### src/rtl/dht_reader_if.sv
// Result handshake between dht_reader (master) and the reporting path (slave).
interface dht_reader_if;
    logic        out_valid;
    logic        out_ready;
    logic [15:0] hum_x10;
    logic [15:0] temp_x10;
    logic [1:0]  status;
    logic [1:0]  retries;

    modport master (output out_valid, hum_x10, temp_x10, status, retries,
                    input  out_ready);
    modport slave  (input  out_valid, hum_x10, temp_x10, status, retries,
                    output out_ready);
endinterface

### src/rtl/dht_reader.sv
// DHT11/DHT22 single-wire reader: start pulse, 40-bit decode, checksum retry, scaled results.
// Optional build macro DHT_AUTO_POLL_EN adds a periodic implicit start every POLL_MS.
module dht_reader #(
    parameter int CLK_HZ        = 100_000_000,
    parameter int START_LOW_US  = 18000,
    parameter int BIT_THRESH_US = 40,
    parameter int TIMEOUT_US    = 200,
    parameter int GUARD_MS      = 1000,
    parameter int MAX_RETRY     = 3
`ifdef DHT_AUTO_POLL_EN
    , parameter int POLL_MS     = 2000
`endif
) (
    input  logic         clk,
    input  logic         rst_n,
    input  logic         start,
    input  logic         mode,
    input  logic         dq_i,
    output logic         dq_o,
    output logic         dq_oe,
    output logic         busy,
    dht_reader_if.master res
);
    localparam int          DIV       = CLK_HZ / 1_000_000;
    localparam logic [15:0] PRESC_END = 16'(DIV - 1);
    localparam logic [15:0] START_END = 16'(START_LOW_US - 1);
    localparam logic [15:0] THRESH    = 16'(BIT_THRESH_US);
    localparam logic [15:0] TIMEOUT   = 16'(TIMEOUT_US);
    localparam logic [15:0] GUARD_END = 16'(GUARD_MS - 1);
    localparam logic [7:0]  RETRY_MAX = 8'(MAX_RETRY);

    typedef enum logic [3:0] {
        IDLE, START_LOW, RELEASE, RESP_LOW, RESP_HIGH,
        BIT_LOW, BIT_HIGH, CHECK, RESULT, GUARD
    } state_t;

    state_t      state, state_nx;
    logic [1:0]  dq_sync;
    logic        dq_d, rise, fall;
    logic [15:0] presc, timer, ms_cnt;
    logic        tick, enter, waiting, timed_out;
    logic [39:0] frame;
    logic [5:0]  bit_cnt;
    logic        mode_q, pending, retry_pend, timeout_flag;
    logic [7:0]  retry_cnt;
    logic        req, poll_req, frame_ok, do_retry;
    logic [7:0]  b0, b1, b2, b3, b4, sum;
    logic [15:0] hum_conv, temp_mag, temp_conv;
    logic        temp_neg;

    // Line idles high, so the synchroniser resets to 1 to avoid a false edge.
    always_ff @(posedge clk or negedge rst_n) begin
        if (!rst_n) begin
            dq_sync <= 2'b11;
            dq_d    <= 1'b1;
        end else begin
            dq_sync <= {dq_sync[0], dq_i};
            dq_d    <= dq_sync[1];
        end
    end

    assign rise  = dq_sync[1] & ~dq_d;
    assign fall  = ~dq_sync[1] & dq_d;
    assign tick  = (presc == PRESC_END);
    assign enter = (state_nx != state);

    // Prescaler restarts with the phase so every phase lasts an exact number of ticks;
    // GUARD is too long for 16 bits of microseconds, so it counts milliseconds instead.
    always_ff @(posedge clk or negedge rst_n) begin
        if (!rst_n) begin
            presc  <= '0;
            timer  <= '0;
            ms_cnt <= '0;
        end else if (enter) begin
            presc  <= '0;
            timer  <= '0;
            ms_cnt <= '0;
        end else if (tick) begin
            presc <= '0;
            if (state == GUARD && timer == 16'd999) begin
                timer  <= '0;
                ms_cnt <= ms_cnt + 16'd1;
            end else begin
                timer <= timer + 16'd1;
            end
        end else begin
            presc <= presc + 16'd1;
        end
    end

`ifdef DHT_AUTO_POLL_EN
    localparam logic [15:0] POLL_END = 16'(POLL_MS - 1);
    logic [15:0] poll_presc, poll_us, poll_ms;

    always_ff @(posedge clk or negedge rst_n) begin
        if (!rst_n) begin
            poll_presc <= '0;
            poll_us    <= '0;
            poll_ms    <= '0;
            poll_req   <= 1'b0;
        end else begin
            poll_req <= 1'b0;
            if (poll_presc == PRESC_END) begin
                poll_presc <= '0;
                if (poll_us == 16'd999) begin
                    poll_us <= '0;
                    if (poll_ms == POLL_END) begin
                        poll_ms  <= '0;
                        poll_req <= 1'b1;
                    end else begin
                        poll_ms <= poll_ms + 16'd1;
                    end
                end else begin
                    poll_us <= poll_us + 16'd1;
                end
            end else begin
                poll_presc <= poll_presc + 16'd1;
            end
        end
    end
`else
    assign poll_req = 1'b0;
`endif

    assign req       = start | poll_req;
    assign waiting   = (state == RELEASE) || (state == RESP_LOW) || (state == RESP_HIGH) ||
                       (state == BIT_LOW) || (state == BIT_HIGH);
    assign timed_out = waiting && (timer >= TIMEOUT);

    assign b0       = frame[39:32];
    assign b1       = frame[31:24];
    assign b2       = frame[23:16];
    assign b3       = frame[15:8];
    assign b4       = frame[7:0];
    assign sum      = b0 + b1 + b2 + b3;
    assign frame_ok = !timeout_flag && (sum == b4);
    assign do_retry = !frame_ok && (retry_cnt < RETRY_MAX);

    assign hum_conv  = mode_q ? {b0, b1} : (16'(b0) * 16'd10 + 16'(b1));
    assign temp_mag  = mode_q ? {1'b0, b2[6:0], b3} : (16'(b2) * 16'd10 + {12'd0, b3[3:0]});
    assign temp_neg  = mode_q ? b2[7] : b3[7];
    assign temp_conv = temp_neg ? -temp_mag : temp_mag;

    always_ff @(posedge clk or negedge rst_n) begin
        if (!rst_n) state <= IDLE;
        else        state <= state_nx;
    end

    always_comb begin
        state_nx = state;
        case (state)
            IDLE:      if (req || pending) state_nx = START_LOW;
            START_LOW: if (tick && timer == START_END) state_nx = RELEASE;
            RELEASE:   if (timed_out) state_nx = CHECK; else if (fall) state_nx = RESP_LOW;
            RESP_LOW:  if (timed_out) state_nx = CHECK; else if (rise) state_nx = RESP_HIGH;
            RESP_HIGH: if (timed_out) state_nx = CHECK; else if (fall) state_nx = BIT_LOW;
            BIT_LOW:   if (timed_out) state_nx = CHECK; else if (rise) state_nx = BIT_HIGH;
            BIT_HIGH:  if (timed_out) state_nx = CHECK;
                       else if (fall) state_nx = (bit_cnt == 6'd39) ? CHECK : BIT_LOW;
            CHECK:     state_nx = do_retry ? GUARD : RESULT;
            RESULT:    if (res.out_ready) state_nx = GUARD;
            GUARD:     if (tick && timer == 16'd999 && ms_cnt == GUARD_END)
                           state_nx = retry_pend ? START_LOW : IDLE;
            default:   state_nx = IDLE;
        endcase
    end

    // Transaction bookkeeping, bit capture and the result registers loaded in CHECK.
    always_ff @(posedge clk or negedge rst_n) begin
        if (!rst_n) begin
            frame        <= '0;
            bit_cnt      <= '0;
            mode_q       <= 1'b0;
            pending      <= 1'b0;
            retry_pend   <= 1'b0;
            timeout_flag <= 1'b0;
            retry_cnt    <= '0;
            res.hum_x10  <= '0;
            res.temp_x10 <= '0;
            res.status   <= '0;
            res.retries  <= '0;
        end else begin
            if (busy && req) pending <= 1'b1;
            if (timed_out) timeout_flag <= 1'b1;
            case (state)
                IDLE: if (state_nx == START_LOW) begin
                    pending   <= 1'b0;
                    mode_q    <= mode;
                    retry_cnt <= '0;
                end
                START_LOW: begin
                    bit_cnt      <= '0;
                    timeout_flag <= 1'b0;
                    retry_pend   <= 1'b0;
                end
                BIT_HIGH: if (fall && !timed_out) begin
                    frame   <= {frame[38:0], (timer > THRESH)};
                    bit_cnt <= bit_cnt + 6'd1;
                end
                CHECK: if (do_retry) begin
                    retry_cnt  <= retry_cnt + 8'd1;
                    retry_pend <= 1'b1;
                end else begin
                    res.status  <= timeout_flag ? 2'd2 : (frame_ok ? 2'd0 : 2'd1);
                    res.retries <= (retry_cnt >= 8'd3) ? 2'd3 : retry_cnt[1:0];
                    if (frame_ok) begin
                        res.hum_x10  <= hum_conv;
                        res.temp_x10 <= temp_conv;
                    end
                end
                default: ;
            endcase
        end
    end

    assign dq_o          = 1'b0;
    assign dq_oe         = (state == START_LOW);
    assign busy          = (state != IDLE);
    assign res.out_valid = (state == RESULT);
endmodule

### src/flat_wrapper.sv
// flat-port wrapper written by rule: the top's interface ports become plain ports
module dht_reader_flat 
#(
    parameter int CLK_HZ        = 100_000_000,
    parameter int START_LOW_US  = 18000,
    parameter int BIT_THRESH_US = 40,
    parameter int TIMEOUT_US    = 200,
    parameter int GUARD_MS      = 1000,
    parameter int MAX_RETRY     = 3

)
  (clk, rst_n, start, mode, dq_i, dq_o, dq_oe, busy, res_out_valid, res_hum_x10, res_temp_x10, res_status, res_retries, res_out_ready);
  dht_reader_if res_i ();
  input  logic clk;
  input  logic rst_n;
  input  logic start;
  input  logic mode;
  input  logic dq_i;
  output logic dq_o;
  output logic dq_oe;
  output logic busy;
  output wire logic [$bits(res_i.out_valid)-1:0] res_out_valid;
  output wire logic [$bits(res_i.hum_x10)-1:0] res_hum_x10;
  output wire logic [$bits(res_i.temp_x10)-1:0] res_temp_x10;
  output wire logic [$bits(res_i.status)-1:0] res_status;
  output wire logic [$bits(res_i.retries)-1:0] res_retries;
  input wire logic [$bits(res_i.out_ready)-1:0] res_out_ready;
  assign res_out_valid = res_i.out_valid;
  assign res_hum_x10 = res_i.hum_x10;
  assign res_temp_x10 = res_i.temp_x10;
  assign res_status = res_i.status;
  assign res_retries = res_i.retries;
  assign res_i.out_ready = res_out_ready;
  dht_reader #(.CLK_HZ(CLK_HZ), .START_LOW_US(START_LOW_US), .BIT_THRESH_US(BIT_THRESH_US), .TIMEOUT_US(TIMEOUT_US), .GUARD_MS(GUARD_MS), .MAX_RETRY(MAX_RETRY)) u_core (.clk(clk), .rst_n(rst_n), .start(start), .mode(mode), .dq_i(dq_i), .dq_o(dq_o), .dq_oe(dq_oe), .busy(busy), .res(res_i));
endmodule
### config.mk
export PLATFORM = sky130hd
export DESIGN_NAME = dht_reader_flat
export DESIGN_NICKNAME = d
export VERILOG_FILES = /design/src/rtl/dht_reader_if.sv /design/src/rtl/dht_reader.sv /design/src/flat_wrapper.sv
export SDC_FILE = /design/constraint.sdc
export NUM_CORES = 1
export LEC_CHECK = 0
export BUFFER_PORTS_ARGS = -buffer_cell sky130_fd_sc_hd__buf_2
export CAP_MARGIN = 20
export CORE_AREA = 2 2 132 134
export DETAILED_ROUTE_END_ITERATION = 7
export DIE_AREA = 0 0 134 136
export MAX_ROUTING_LAYER = met4
export PLACE_DENSITY = 0.84
export SLEW_MARGIN = 10
export SYNTH_ARGS = -nofsm -noshare
export SYNTH_HDL_FRONTEND = slang
export SYNTH_SLANG_ARGS = --single-unit
### constraint.sdc
create_clock -name clk -period 4.65 [get_ports clk]
set_clock_uncertainty 0.1 [all_clocks]
set_input_delay 0.6975 -clock clk [delete_from_list [all_inputs] [get_ports clk]]
set_output_delay 0.6975 -clock clk [all_outputs]
set_load 0.01 [all_outputs]
==> results of run 1 <==
==> synthesized netlist by cell type, types with 5 or more instances <==
library cell / n
ha_1: 48
dfrtp_1: 146
xor2_1: 41
a21o_1: 16
mux2_2: 10
mux2i_1: 7
a21oi_1: 50
nand3_1: 22
nor3_1: 16
nor2b_1: 15
and3_1: 12
o21ai_0: 75
a31oi_1: 9
and2_1: 8
inv_1: 44
o21bai_1: 5
nor4_1: 9
or3_1: 10
or4_1: 9
nand2_1: 138
nand4_1: 18
fa_1: 18
nor3b_1: 5
xnor2_1: 48
nand2b_1: 11
clkbuf_1: 31
nor2_1: 98
==> registers in the layout, indices dropped and copies added, names as in the netlist <==
name,flops
u_core.bit_cnt,6
u_core.dq_d,1
u_core.dq_sync,2
u_core.frame,40
u_core.mode_q,1
u_core.ms_cnt,16
u_core.pending,1
u_core.presc,16
u_core.res.hum_x10,16
u_core.res.retries,2
u_core.res.status,2
u_core.res.temp_x10,16
u_core.retry_cnt,8
u_core.retry_pend,1
u_core.state,4
u_core.timeout_flag,1
u_core.timer,16
==> metal layers <==
layer  global-route usage [%]  wire, um
met3                     4.40       835
met1                     28.7      8570
met5                        -         0
met2                     38.6      9550
met4                     7.21       405
==> worst register-to-register path, stage by stage, from the launching register on <==
cell and delay (ps):
dfrtp_1 450, fa_1 560, inv_1 60, fa_1 500, inv_1 50, ha_1 210, fa_1 410, a21o_1 190
a21oi_1 230, xnor2_1 120, nor4_2 360, nand4b_1 210, and2_1 240, or2_2 310, a41oi_1 230, nor2_1 60
==> power breakdown <==
| part | switching (mW) | internal [mW] |
|---|---|---|
| Combinational | 0.227 | 0.107 |
| Sequential | 0.0339 | 1.33 |
| Clock | 0.538 | 0.926 |
| Total | 0.798 | 2.36 |
==> logic make-up (layout without fill, tap and decap cells) <==
logic type | after synthesis | in the layout
and+or+nand+nor | 399 | 399
adders and majority gates | 66 | 66
AOI/OAI and AO/OA | 197 | 197
muxes | 17 | 17
DFF | 149 | 149
buffers and inverters | 85 | 132
xor gates and xnor gates | 89 | 89
other | 1 | 1
==> layout make-up <==
class	instances	share of cell area (%)
well taps	225	2.74
multi-input cells	769	50.0
clock inverters	11	1.71
inverters	45	1.64
clock buffers	20	4.45
flip-flops and latches	149	36.3
repair buffers	56	3.08
==> worst max path at each step <==
stage | from | endpoint | slack (ps)
2_1_floorplan | u_core.frame[9]$_DFFE_PN0P_ | u_core.res.hum_x10[11]$_DFFE_PN0P_ | 550
3_3_place_gp | u_core.frame[9]$_DFFE_PN0P_ | u_core.res.hum_x10[11]$_DFFE_PN0P_ | 160
3_5_place_dp | u_core.frame[9]$_DFFE_PN0P_ | u_core.res.hum_x10[11]$_DFFE_PN0P_ | 70
4_1_cts | u_core.frame[9]$_DFFE_PN0P_ | u_core.res.hum_x10[11]$_DFFE_PN0P_ | 50
5_1_grt | u_core.frame[9]$_DFFE_PN0P_ | u_core.retry_cnt[6]$_DFFE_PN0P_ | 10
6_report | u_core.frame[9]$_DFFE_PN0P_ | u_core.retry_cnt[6]$_DFFE_PN0P_ | 260
==> metrics by stage <==
step / setup WS, ps / cell area, um2
2_1_floorplan: 555 / 9190
5_1_grt: 11.0 / 10300
6_report: 261 / 10300
3_5_place_dp: 71.9 / 9630
4_1_cts: 48.5 / 10300
3_3_place_gp: 165 / 9630
==> metrics, run 1 <==
Startpoint Class flop; syn avg cell area 9.17 um2; detailed-route via count 7257; hold_ws 175 ps; register area share after synthesis 40.6%; reg2reg path depth 15; CTS tree built; max_cap viols 0; main combinational cell family by area after synthesis simple AND/OR/NAND/NOR gates; biggest area consumer among synthesized cells dfrtp_1; Core Region 16900 um2; synthesized-area fraction occupied by xor and xnor cells 8.48%; # fillers 1380; Pre-antenna DRT Iters 5; maximum clock insertion buffer count 2; Worst Path Buf+Inv 2; crit-path leading delay family adder cells; Remaining Overflow, GRT 0; syn nets 1075; WP data required 4860 ps; die span in y 136 um; Crit Path Class reg2reg; crit-path max FO 6; GPL Wtd Cong 0.919; Finished Layout Cells 1275; CTS Hold Bufs 0; commonest non-fill, non-tap cell in the layout dfrtp_1; Synth Area in Simple Gates 21.2%; worst path cell trace fa_1, inv_1, fa_1, inv_1, ha_1, fa_1, a21o_1, a21oi_1, xnor2_1, nor4_2, nand4b_1, and2_1, or2_2, a41oi_1, nor2_1; Antenna Violating Nets Remaining 0; P_leak 4.94 nW; synthesized flop and latch total 149; Yosys top cell area share 39.7%; Mapped Area 9190 um2; Setup Fix Bufs, Post-CTS 0; RSZ-0062 raised after global routing false; Adder-Cell Fraction of Synth Area 10.5%; HP Class in2async; 1st-iter DRT viols 587; synth top area cells dfrtp_1 40%, ha_1 6.5%, nand2_1 5.6%; largest net degree at the start of global routing 75; multi-input logic area 5140 um2; Root Driver clkbuf_16; async set-reset flop share out of synthesis 100%; post-synthesis mux area share 1.99%; Pwr Total 3.16 mW; Reg2Reg Setup Slack 260 ps; Critical R2R Launch u_core.frame[9]$_DFFE_PN0P_; Crit path depth 15; GRT Overall Usage 23.1%; wire per inst 15.2 um; Worst-path clk slew 60 ps; share of cells above drive strength 1 11.2%; # resized after CTS 0; crit path time final 4390 ps; die area 18200 um2; crit path DAT 4600 ps; Rel. slew slack 43.3%; initial antenna violation count 0; r2r endpoint u_core.retry_cnt[6]$_DFFE_PN0P_; clock sinks 149; Slew @ Worst Pin 850 ps; period utilisation layout 94.4%; DPL Wire Length 13.8 mm; max-slew violations 0; worst stage delay on the critical path 560 ps; number of enable flip-flop cells after synthesis 0; Compound-Gate Fraction of Synth Area 13.5%; Sequential cell area 3730 um2; Syn Inst Count 1003; power density cells 308 nW/um2; YS warnings 0; Layout Nets 1110; vias in the first global route 7052; CP Capture Type flop; Die W 134 um; most frequent cells in the layout 146 x dfrtp_1, 138 x nand2_1, 98 x nor2_1; Final setup violation count 0; Worst path slowest cell fa_1; area grow syn2layout 11.7%; status complete, no violations; max frequency 228 MHz; Skew-Pair Late Insertion Delay 420 ps; drt drc 0; Final Core Density 60.9%; first-pass GRT wire length 33.1 mm; Yosys cell types 75; # rows 48; Setup Total Neg Slack 0 ps; Max VDD drop 0.261 mV; I/O pin count 46; wirelength, routed 19.4 mm; via/cell ratio 5.69; H-tree depth 4; Fin. Hold Viols 0; ant diodes 0; CTS buffer count 17; Starting Density 54.5%; most frequent CP cell fa_1; number of I/O port buffers 44; Post-Place Cells 1244; Synth Flop Type dfrtp_1
No activity file was read; power rests on OpenSTA's default activity.
==> run 2, diff against run 1 <==
--- a/config.mk
+++ b/config.mk
@@ -12,6 +12,7 @@
 export DIE_AREA = 0 0 134 136
 export MAX_ROUTING_LAYER = met4
 export PLACE_DENSITY = 0.84
+export REMOVE_ABC_BUFFERS = 1
 export SLEW_MARGIN = 10
 export SYNTH_ARGS = -nofsm -noshare
 export SYNTH_HDL_FRONTEND = slang
==> run 2 against run 1 <==
Clock power about the same. Cell count is essentially flat. Maximum frequency fell by 1.1%. Die area is the same. Setup slack got worse by 49 ps. Critical path type unchanged. Largest cell class unchanged.
==> metrics, run 2 (same netlist as run 1, synthesis figures left out) <==
via/cell ratio 5.69; Final Core Density 60.9%; Reg2Reg Setup Slack 210 ps; crit path launch u_core.frame[9]$_DFFE_PN0P_; 1st-iter DRT viols 656; Startpoint Class flop; Worst-path clk slew 60 ps; I/O pin count 46; CP Capture Type flop; Rel. slew slack 41.8%; max frequency 225 MHz; Worst Path Buf+Inv 2; GPL Wtd Cong 0.929; CP endpoint u_core.retry_cnt[5]$_DFFE_PN0P_; initial antenna violation count 0; Root Driver clkbuf_16; H-tree depth 4; Critical R2R Launch u_core.frame[9]$_DFFE_PN0P_; wirelength, routed 19.8 mm; largest net degree at the start of global routing 85; most frequent CP cell fa_1; detailed-route via count 7255; GRT Overall Usage 23.7%; crit-path max FO 6; crit path DAT 4620 ps; RSZ-0062 raised after global routing false; Pre-antenna DRT Iters 5; maximum clock insertion buffer count 2; vias in the first global route 7024; drt drc 0; Slew @ Worst Pin 873 ps; first-pass GRT wire length 33.8 mm; Sequential cell area 3730 um2; max_cap viols 0; Remaining Overflow, GRT 0; Setup Total Neg Slack 0 ps; CTS buffer count 17; # fillers 1373; multi-input logic area 5150 um2; Max VDD drop 0.271 mV; HP Class in2async; Worst path slowest cell fa_1; clock sinks 149; die area 18200 um2; crit-path leading delay family adder cells; P_leak 4.94 nW; crit path time final 4440 ps; most frequent cells in the layout 144 x dfrtp_1, 138 x nand2_1, 98 x nor2_1; wire per inst 15.5 um; flip-flop count of the largest register after layout 40; Crit path depth 15; reg2reg path depth 15; Skew-Pair Late Insertion Delay 430 ps; Fin. Hold Viols 0; Antenna Violating Nets Remaining 0; r2r endpoint u_core.retry_cnt[5]$_DFFE_PN0P_; period utilisation layout 95.4%; CTS tree built; Top reg by flops u_core.frame; max-slew violations 0; status complete, no violations; area grow syn2layout 11.8%; worst stage delay on the critical path 590 ps; WP data required 4830 ps; commonest non-fill, non-tap cell in the layout dfrtp_1; share of cells above drive strength 1 11.7%; power density cells 307 nW/um2; Layout Nets 1110; Finished Layout Cells 1276; Core Region 16900 um2; die span in y 136 um; design area 10300 um2; ant diodes 0; Post-Place Cells 1243; Post-Place Cell Area 9620 um2; DPL Wire Length 13.7 mm; # rows 48; Crit Path Class reg2reg; Starting Density 54.5%; Final setup violation count 0; worst path cell trace fa_1, inv_1, fa_1, inv_1, ha_1, fa_1, a21o_1, a21oi_2, xnor2_1, nor4_2, nand4b_1, and2_4, or2_2, a41oi_2, nor2_1; number of I/O port buffers 44; Die W 134 um
## run 2: routing by layer
layer	part of all wire [%]	wire [um]	track usage [%]
met2	52	10200	40.5
met3	3.9	779	5.11
met5	0	0	-
met1	43	8490	28.5
met4	1.4	284	7.03
## run 2: worst min path at each step
stage | startpoint | to | slack (ps)
2_1_floorplan | u_core.dq_sync[0]$_DFF_PN1_ | u_core.dq_sync[1]$_DFF_PN1_ | 250
3_3_place_gp | u_core.dq_sync[0]$_DFF_PN1_ | u_core.dq_sync[1]$_DFF_PN1_ | 250
3_5_place_dp | u_core.dq_sync[0]$_DFF_PN1_ | u_core.dq_sync[1]$_DFF_PN1_ | 250
4_1_cts | rst_n | u_core.res.hum_x10[8]$_DFFE_PN0P_ | 260
5_1_grt | dq_i | u_core.dq_sync[0]$_DFF_PN1_ | 250
6_report | rst_n | u_core.res.hum_x10[2]$_DFFE_PN0P_ | 220
## run 2: through the flow
step | worst slack [ps] | hold slack (ps) | power, mW
global route | 2.21 | 253 | 3.27
global placement | 254 | 248 | 1.71
finish | 212 | 218 | 3.15
CTS | 36.2 | 256 | 3.17
detailed placement | -15.2 | 248 | 1.72
floorplan | -41.3 | 245 | 1.60
## run 2: what timing repair did
| item | in CTS | in global routing |
|---|---|---|
| hold endpoints to repair | 0 | 0 |
| setup buffers | 0 | 1 |
| endpoints found under the setup margin | 4 | 21 |
| pin swaps | 1 | 3 |
| resized for setup | 1 | 7 |
| hold buffers | 0 | 0 |
## run 2: layout make-up
cell class              instances  area share, %
multi-input cells             769           50.1
flip-flops and latches        149           36.3
clock buffers                  20           4.35
repair buffers                 56           3.08
well taps                     225           2.74
clock inverters                12           1.74
inverters                      45           1.64
## run 2: where the power goes
| part | total, mW | internal (mW) | switching [mW] |
|---|---|---|---|
| clock network | 1.46 | 0.912 | 0.544 |
| logic | 0.314 | 0.106 | 0.208 |
| registers | 1.38 | 1.33 | 0.0561 |
